==> src/rtl/ps2_pkg.sv <==
// Shared types and constants for the PS/2 scancode front end.
// FSM states, Set-2 prefix bytes, controller responses, event struct.
package ps2_pkg;

  typedef enum logic [2:0] {
    IDLE,
    GOT_E0,
    GOT_F0,
    GOT_E0F0,
    SKIP_E1
  } ps2_state_e;

  localparam logic [7:0] PS2_EXT    = 8'hE0;
  localparam logic [7:0] PS2_BRK    = 8'hF0;
  localparam logic [7:0] PS2_PAUSE  = 8'hE1;
  localparam logic [7:0] PS2_ACK    = 8'hFA;
  localparam logic [7:0] PS2_BAT    = 8'hAA;
  localparam logic [7:0] PS2_ECHO   = 8'hEE;
  localparam logic [7:0] PS2_RESEND = 8'hFE;
  localparam logic [7:0] PS2_ERR0   = 8'h00;
  localparam logic [7:0] PS2_ERR1   = 8'hFF;

  localparam logic [2:0] PAUSE_SKIP = 3'd7;

  typedef struct packed {
    logic       ext;
    logic       brk;
    logic [7:0] code;
  } ps2_evt_t;

  function automatic logic is_resp(input logic [7:0] b);
    return (b == PS2_ACK) || (b == PS2_BAT) ||
           (b == PS2_ECHO) || (b == PS2_RESEND) ||
           (b == PS2_ERR0) || (b == PS2_ERR1);
  endfunction

endpackage

==> src/rtl/ps2_evt_fifo.sv <==
// Synchronous show-ahead FIFO of ps2_evt_t; dout reads 0 while empty.
// Ports: clk, reset, push/din, pop/dout, count, full, empty.
module ps2_evt_fifo
  import ps2_pkg::*;
#(
  parameter int DEPTH = 8,
  parameter int CNT_W = $clog2(DEPTH + 1)
) (
  input  logic             clk,
  input  logic             reset,
  input  logic             push,
  input  ps2_evt_t         din,
  input  logic             pop,
  output ps2_evt_t         dout,
  output logic [CNT_W-1:0] count,
  output logic             full,
  output logic             empty
);

  localparam int AW = $clog2(DEPTH);

  ps2_evt_t         mem [DEPTH];
  logic [AW-1:0]    wr_ptr;
  logic [AW-1:0]    rd_ptr;
  logic             wr_en;
  logic             rd_en;

  assign empty = (count == '0);
  assign full  = (count == CNT_W'(DEPTH));
  assign rd_en = pop & ~empty;
  // A pop frees the slot, so a full FIFO still accepts a push
  assign wr_en = push & (~full | rd_en);
  assign dout  = empty ? '0 : mem[rd_ptr];

  always_ff @(posedge clk) begin
    if (reset) begin
      wr_ptr <= '0;
      rd_ptr <= '0;
      count  <= '0;
    end else begin
      if (wr_en) wr_ptr <= wr_ptr + AW'(1);
      if (rd_en) rd_ptr <= rd_ptr + AW'(1);
      unique case ({wr_en, rd_en})
        2'b10:   count <= count + CNT_W'(1);
        2'b01:   count <= count - CNT_W'(1);
        default: count <= count;
      endcase
    end
  end

  always_ff @(posedge clk) begin
    if (wr_en) mem[wr_ptr] <= din;
  end

endmodule

==> src/rtl/ps2_scancode_fifo.sv <==
// PS/2 Set-2 parser (E0/F0/E1) feeding a key-event FIFO, with last-byte
// register and sticky overflow. Optional TYPEMATIC_FILTER_EN drops repeats.
// Ports: CLOCK_50, reset, rx_data/rx_valid in; evt_* pop side; ovf_clr,
// overflow, last_code.
module ps2_scancode_fifo
  import ps2_pkg::*;
#(
  parameter int DEPTH = 8,
  parameter int CNT_W = $clog2(DEPTH + 1)
) (
  input  logic             CLOCK_50,
  input  logic             reset,
  input  logic [7:0]       rx_data,
  input  logic             rx_valid,
  input  logic             evt_ready,
  input  logic             ovf_clr,
  output logic             evt_valid,
  output logic [7:0]       evt_code,
  output logic             evt_ext,
  output logic             evt_break,
  output logic [CNT_W-1:0] evt_count,
  output logic             overflow,
  output logic [7:0]       last_code
);

  ps2_state_e state, nxt;
  logic [2:0] skip, skip_nxt;
  ps2_evt_t   dec, head;
  logic       dec_push;
  logic       evt_push;
  logic       full, empty, pop;

  always_ff @(posedge CLOCK_50) begin
    if (reset) begin
      state <= IDLE;
      skip  <= '0;
    end else begin
      state <= nxt;
      skip  <= skip_nxt;
    end
  end

  always_comb begin
    nxt      = state;
    skip_nxt = skip;
    dec_push = 1'b0;
    dec      = '{ext: 1'b0, brk: 1'b0, code: rx_data};
    if (rx_valid) begin
      unique case (state)
        IDLE: begin
          unique case (1'b1)
            rx_data == PS2_EXT: nxt = GOT_E0;
            rx_data == PS2_BRK: nxt = GOT_F0;
            rx_data == PS2_PAUSE: begin
              nxt      = SKIP_E1;
              skip_nxt = PAUSE_SKIP;
              dec_push = 1'b1;
            end
            is_resp(rx_data): ;
            default: dec_push = 1'b1;
          endcase
        end
        GOT_E0: begin
          if (rx_data == PS2_BRK) begin
            nxt = GOT_E0F0;
          end else if (rx_data != PS2_EXT) begin
            dec_push = 1'b1;
            dec.ext  = 1'b1;
            nxt      = IDLE;
          end
        end
        GOT_F0: begin
          dec_push = 1'b1;
          dec.brk  = 1'b1;
          nxt      = IDLE;
        end
        GOT_E0F0: begin
          dec_push = 1'b1;
          dec.ext  = 1'b1;
          dec.brk  = 1'b1;
          nxt      = IDLE;
        end
        SKIP_E1: begin
          skip_nxt = skip - 3'd1;
          if (skip == 3'd1) nxt = IDLE;
        end
        default: nxt = IDLE;
      endcase
    end
  end

`ifdef TYPEMATIC_FILTER_EN
  logic [511:0] held;
  logic [8:0]   idx;
  logic         dec_pause;
  logic         repeat_make;

  assign idx         = {dec.ext, dec.code};
  assign dec_pause   = (state == IDLE) & (rx_data == PS2_PAUSE);
  assign repeat_make = dec_push & ~dec.brk & ~dec_pause & held[idx];
  assign evt_push    = dec_push & ~repeat_make;

  // Map follows the decoded stream, independent of FIFO acceptance
  always_ff @(posedge CLOCK_50) begin
    if (reset) begin
      held <= '0;
    end else if (dec_push & ~dec_pause) begin
      held[idx] <= ~dec.brk;
    end
  end
`else
  assign evt_push = dec_push;
`endif

  assign pop = evt_valid & evt_ready;

  ps2_evt_fifo #(
    .DEPTH (DEPTH),
    .CNT_W (CNT_W)
  ) u_fifo (
    .clk   (CLOCK_50),
    .reset (reset),
    .push  (evt_push),
    .din   (dec),
    .pop   (pop),
    .dout  (head),
    .count (evt_count),
    .full  (full),
    .empty (empty)
  );

  assign evt_valid = ~empty;
  assign evt_code  = head.code;
  assign evt_ext   = head.ext;
  assign evt_break = head.brk;

  always_ff @(posedge CLOCK_50) begin
    if (reset) begin
      overflow  <= 1'b0;
      last_code <= 8'h00;
    end else begin
      if (rx_valid) last_code <= rx_data;
      if (evt_push & full & ~pop) overflow <= 1'b1;
      else if (ovf_clr)           overflow <= 1'b0;
    end
  end

endmodule

==> config.mk <==
export PLATFORM = sky130hd
export DESIGN_NAME = ps2_scancode_fifo
export DESIGN_NICKNAME = d
export VERILOG_FILES = /design/src/rtl/ps2_pkg.sv /design/src/rtl/ps2_evt_fifo.sv /design/src/rtl/ps2_scancode_fifo.sv
export SDC_FILE = /design/constraint.sdc
export NUM_CORES = 1
export LEC_CHECK = 0
export CORE_MARGIN = 10
export CORE_UTILIZATION = 40
export DETAILED_ROUTE_END_ITERATION = 16
export GPL_ROUTABILITY_DRIVEN = 0
export GPL_TIMING_DRIVEN = 0
export MAX_ROUTING_LAYER = met4
export REMOVE_ABC_BUFFERS = 1
export SKIP_LAST_GASP = 1
export SYNTH_ARGS = -nofsm -noshare
export SYNTH_HDL_FRONTEND = slang
export SYNTH_HIERARCHICAL = 1
export SYNTH_SLANG_ARGS = --single-unit
export TNS_END_PERCENT = 5
==> constraint.sdc <==
create_clock -name CLOCK_50 -period 7.9 [get_ports CLOCK_50]
set_clock_uncertainty 0.05 [all_clocks]
set_input_delay 1.975 -clock CLOCK_50 [delete_from_list [all_inputs] [get_ports CLOCK_50]]
set_output_delay 1.975 -clock CLOCK_50 [all_outputs]
set_load 0.01 [all_outputs]
Word level (Yosys, flattened, before mapping). Memory sizes are Yosys's and may differ from the RTL's. A register that Yosys moved wholly into a read port is not among the register bits. Index checks and enable logic that the tools add are counted.

Add/sub/neg operators: 5. Equal/unequal tests: 21. Mux-type cells: 23. Bitwise logic cells: 9. Reduce and logical (&&, ||, !) cells: 15.

Operators with widths (number): $eq 8x8->1 const B (8); $mux 3 (6); $pmux 3 s3 (2); $mux 10 (1); $mux 1 (9); $logic_not 8->1 (1); $ne 8x8->1 const B (1); $pmux 4 s2 (1); $add 3x1->3 const B (2); $eq 3x1->1 const B (2); $eq 3x2->1 const B (2); $pmux 3 s2 (1); $reduce_bool 2->1 (3); $and 1x1->1 (5); $logic_or 1x1->1 (5); $add 4x1->4 const B (1); $eq 4x4->1 const B (1); $logic_not 4->1 (1); $ne 2x2->1 const B (2); $ne 4x4->1 const B (1); $reduce_and 4->1 (1); $sub 4x1->4 const B (1); $eq 3x3->1 const B (1); $logic_not 3->1 (1); 12 further kinds (14).

Register bits: 25. Memory bits (writable): 80. Bits of input ports: 13. Output and inout port bits: 24. Word-level logic and storage cells: 81. Memories kept: 1.

Memories: u_fifo.mem (depth 8, bits a word 10, read ports 1, clocked after memory_dff 1, write ports 1, line ps2_evt_fifo.sv:22) `ps2_evt_t mem [DEPTH];`.

Depth between registers and ports, before layout. Gate-level depths: netlist of run 1.

Word-level depth: 13. Mapped depth: 13. Gate-level depth less buffers: 12.

Cells and area by module. The synthesis of run 1 kept the hierarchy.

By module, submodules not included: ps2_evt_fifo (times used 1, cells each 198, area an instance 3674.8 sq um, seq. area each 2662.6 sq um); ps2_scancode_fifo (times used 1, cells each 94, area an instance 850.8 sq um, seq. area each 300.3 sq um).

Worst setup path after synthesis of run 1. OpenSTA, ideal clock, no wires.

Path kind: input to register. From: input rx_data[5]. To: register u_fifo.count[3]. Setup time: 0.121 ns. Arrival: 4.164 ns. Required time: 7.729 ns. Slack: 3.566 ns. Stages on the path: 9. Buffers on the path: 0. Cells stage by stage: nand2_1 or3b_2 a21boi_0 nor2_1 o21ai_4 ha_1 or3_1 o32ai_1 mux2_2.

Word-level cells in the longest chain between the ends: 13. Elaborated cells on any way between the ends: 25. Those cells by class: eq/ne: 10; mux: 6; bitwise: 1; reduce/logical: 8.

Ends and longest elaborated chain: from (decl) (line ps2_scancode_fifo.sv:13) `input logic [7:0] rx_data,`; $eq 8x8->1 (line ps2_pkg.sv:32) `return (b == PS2_ACK) || (b == PS2_BAT) ||`; $logic_or 1x1->1 (2 in a row) (line ps2_pkg.sv:32); $logic_or 1x1->1 (2 in a row) (line ps2_pkg.sv:33) `(b == PS2_ECHO) || (b == PS2_RESEND) ||`; $logic_or 1x1->1 (line ps2_pkg.sv:34) `(b == PS2_ERR0) || (b == PS2_ERR1);`; $reduce_or 3->1 (no line); $mux 1 (line ps2_scancode_fifo.sv:51) `unique case (1'b1)`; $pmux 1 s3 (*) (line ps2_scancode_fifo.sv:49) `unique case (state)`; $mux 1 (*) (line ps2_scancode_fifo.sv:48) `if (rx_valid) begin`; via dec_push (line ps2_scancode_fifo.sv:29) `logic dec_push;`; $and 1x1->1 (*) (line ps2_evt_fifo.sv:32) `assign wr_en = push & (~full | rd_en);`; $eq 2x1->1 or $eq 2x2->1 (tied branches) (line ps2_evt_fifo.sv:43) `unique case ({wr_en, rd_en})`; $pmux 4 s2 or $reduce_bool 2->1 (tied branches); to (signal assigned) (line ps2_evt_fifo.sv:44) `2'b10: count <= count + CNT_W'(1);`; to (signal assigned) (line ps2_evt_fifo.sv:45) `2'b01: count <= count - CNT_W'(1);`; to (signal assigned) (line ps2_evt_fifo.sv:46) `default: count <= count;`; to (decl) (line ps2_evt_fifo.sv:15) `output logic [CNT_W-1:0] count,`.

Mark *: on every way through the listed nets, which the timed path passes. The rest lies on a longest branch. A chain may end at the register's enable or synchronous reset.

Worst setup path in the final report of run 1.
From: input rx_data[5]. To: register u_fifo.count[2].

Same word-level chain as after synthesis.

==> impl_metrics.py, run 1 <==
metrics = {
    "yosys": {
        "synth.most_common_cell": "edfxtp_1",
        "synth_enable_flop_cells": 80,
        "ys_ff_latch": 108,
        "yosys-mux-area-fraction_pct": 14.8,
        "netlist_top_cells_area": "edfxtp_1 (53%), dfxtp_1 (12%), mux4_2 (10%), mux2i_1 (4.6%), nor2_1 (3.1%)",
        "ys_seq_area_share_pct": 65.5,
        "synth_compound_area_share_pct": 5.64,
        "netlist_instances": 292,
        "yosysTopAreaCell": "edfxtp_1",
        "avgSynthCellArea_sq_um": 15.5,
        "synth-xor-area-share_pct": 1.35,
        "synth_common_cells": "edfxtp_1 (80), nor2_1 (37), dfxtp_1 (28)",
        "ys_warn_count": 6,
        "synth_top_family_by_area": "multiplexers",
        "synth_fa_ha_area_share_pct": 1.94,
        "syn-cell-area_sq_um": 4530,
        "postSynth.asyncResetShare_pct": 0,
        "synth-simple-area-share_pct": 9.18,
        "ys_types": 48,
        "synth_ff_type": "edfxtp_1",
        "synth_top_area_share_pct": 53.1,
    },
    "critical_path": {
        "worstPathArrival_ns": 5.39,
        "start_kind": "input pin",
        "crit_fanout": 12,
        "reg2reg_depth": 10,
        "cp.required_ns": 8.10,
        "criticalPathCategory": "in2reg",
        "cp-end-kind": "register",
        "r2r_setup_slack_ns": 4.85,
    },
    "global_route": {
        "track_usage_pct": 11.9,
        "antenna_found_initial": 0,
        "grt_overflow": 0,
        "grt_pass1_wl_um": 14600,
        "grt_pass1_vias": 2748,
        "grt_max_degree": 29,
    },
    "placed_design": {
        "dp_hpwl_um": 5790,
        "placed_area_sq_um": 5060,
        "place_inst": 461,
        "portBuffers": 36,
        "preCtsSetupSlack_ns": 2.36,
    },
    "floorplanning": {
        "fp.dieW_um": 126,
        "core_sq_um": 10900,
        "ios": 37,
        "die_area_sq_um": 16000,
        "rows": 38,
        "initial_core_util_pct": 41.4,
        "dieHeight_um": 126,
    },
    "clock_tree": {
        "root_buffer": "clkbuf_16",
        "cts_made_buffers": 9,
        "path_clk_slew_ns": 0.07,
        "cts_tree": "yes",
        "cts_sinks": 108,
        "cts.repair.resized": 0,
        "clkLatencyLatePin_ns": 0.34,
        "postCtsSetupBuffers": 0,
        "hold_buffers": 0,
        "cts_max_path_buffers": 2,
        "htree_levels": 3,
    },
    "final_layout": {
        "stdcell_count": 477,
        "final_cell_area_sq_um": 5370,
        "final_nets": 352,
        "final_core_util_pct": 49.1,
        "area_growth_pct": 18.6,
        "n_antenna_cell": 0,
        "drive_above_1_share_pct": 16.0,
        "fillers": 982,
    },
    "route": {
        "wl_per_cell_um": 18.4,
        "wirelength_um": 8780,
        "ant_nets": 0,
        "drt_iter0_drc": 177,
        "vias": 2546,
        "vias_per_cell": 5.34,
        "drc_errors": 0,
        "dr.pass1.iters": 4,
    },
    "outcome": {
        "status": "finished clean",
    },
    "timing": {
        "hold_viol": 0,
        "worst_hold_slack_ns": 0.417,
        "final.min_clock_period_ns": 5.19,
        "tns_ns": 0,
        "fin_crit_sh_pct": 65.7,
        "relSlewSlack_pct": 22.7,
        "fmax_ghz": 0.193,
        "final.setup.worst_slack_ns": 2.71,
        "worstMarginPinSlew_ns": 1.16,
        "slew_viol_final": 0,
        "rsz0062_at_grt": "false",
        "setup_viol_count_final": 0,
    },
    "job": {
        "cap_viol_max_count": 0,
    },
    "power_and_ir_drop": {
        "peakVddDrop_v": 0.000146,
        "p_per_area_nw_per_um2": 273,
        "p_leak_nw": 1.78,
        "p_total_mw": 1.46,
    },
    "worst_hold_path": {
        "hold_class": "reg2reg",
        "min_path_cells": 1,
    },
}
==> per-layer routing <==
layer	part of all wire (%)	up-vias	global-route usage [%]
met4	1.1	0	3.15
li1	-	1213	-
met5	0	-	-
met1	47	1274	14.9
met3	4.2	8	3.37
met2	48	51	18.4
==> layout by cell type, fill, tap and decap left out, types with 2 or more instances in the layout <==
cell type	n
nor3_1	2
nand3_1	4
o21ai_0	5
clkbuf_16	9
and3_1	2
nand4_1	2
clkinv_4	2
o211ai_1	3
or4_1	2
nand2_1	6
o21a_1	2
inv_1	6
buf_6	2
nor2_1	37
nor2b_1	8
a21oi_1	6
or2_2	2
dfxtp_1	27
xor2_1	6
clkdlybuf4s50_1	36
o41ai_2	2
mux4_2	20
inv_6	2
or3_1	3
edfxtp_1	80
ha_1	7
mux2i_1	21
nor3_2	2
nand2b_1	4
==> layout make-up <==
cell class                 count  area, sq um  area share [%]
clock inverter                 7         80.1            1.49
multi-input combinational    168         1510            28.1
sequential                   108         2960            55.2
timing repair buffer          39          390            7.28
inverter                       6         22.5           0.420
tap                          140          175            3.26
clock buffer                   9          225            4.20
==> power breakdown <==
group	total, mW	internal, mW	switching (mW)
combinational	0.333	0.181	0.152
sequential	0.680	0.638	0.0427
clock	0.449	0.250	0.198
total	1.46	1.07	0.393
==> worst max-delay path, stage by stage <==
cell	delay [ns]
clkdlybuf4s50_1	0.75
nand2_1	0.30
or3b_2	0.52
a21boi_0	0.28
nor2_1	0.16
o21ai_4	0.11
ha_1	0.28
xor2_1	0.18
ha_1	0.17
a21oi_1	0.05
xor2_1	0.16
or3_1	0.31
a21oi_1	0.15
==> cell families after synthesis <==
kind of cell / Yosys count
compound gates: 30
flops: 108
mux: 42
simple gates: 82
fa+ha+maj: 7
buf+inv: 16
xor+xnor: 7
==> final timing paths <==
check	startpoint	endpoint
setup / recovery	rx_data[5]	u_fifo/count[2]
hold / removal	skip[1]	skip[1]
setup reg to reg	u_fifo/count[0]	u_fifo/count[2]
hold reg to reg	skip[1]	skip[1]
==> sequential cells by signal, indices dropped and copies added (netlist names), named ones only <==
register,count
u_fifo/count,4
u_fifo/mem,80
last_code,8
state,3
overflow,1
u_fifo/rd_ptr,3
u_fifo/wr_ptr,3
skip,3
Power figures use the tool's default switching activity.
==> inputs of run 2 (changes only) <==
==> constraint.sdc (replaced) <==
create_clock -name CLOCK_50 -period 5.2 [get_ports CLOCK_50]
set_clock_uncertainty 0.05 [all_clocks]
set_input_delay 1.3 -clock CLOCK_50 [delete_from_list [all_inputs] [get_ports CLOCK_50]]
set_output_delay 1.3 -clock CLOCK_50 [all_outputs]
set_load 0.01 [all_outputs]
==> results of run 2 <==
The final DEF is identical to that of run 1. Status: finished clean.
Among the figures that moved: setup slack after placement 2.36 ns -> 0.336 ns; setup slack after layout 2.71 ns -> 0.685 ns; register-to-register setup slack 4.85 ns -> 2.15 ns; total power 1.46 mW -> 2.22 mW; worst IR drop on VDD 0.000146 V -> 0.000221 V
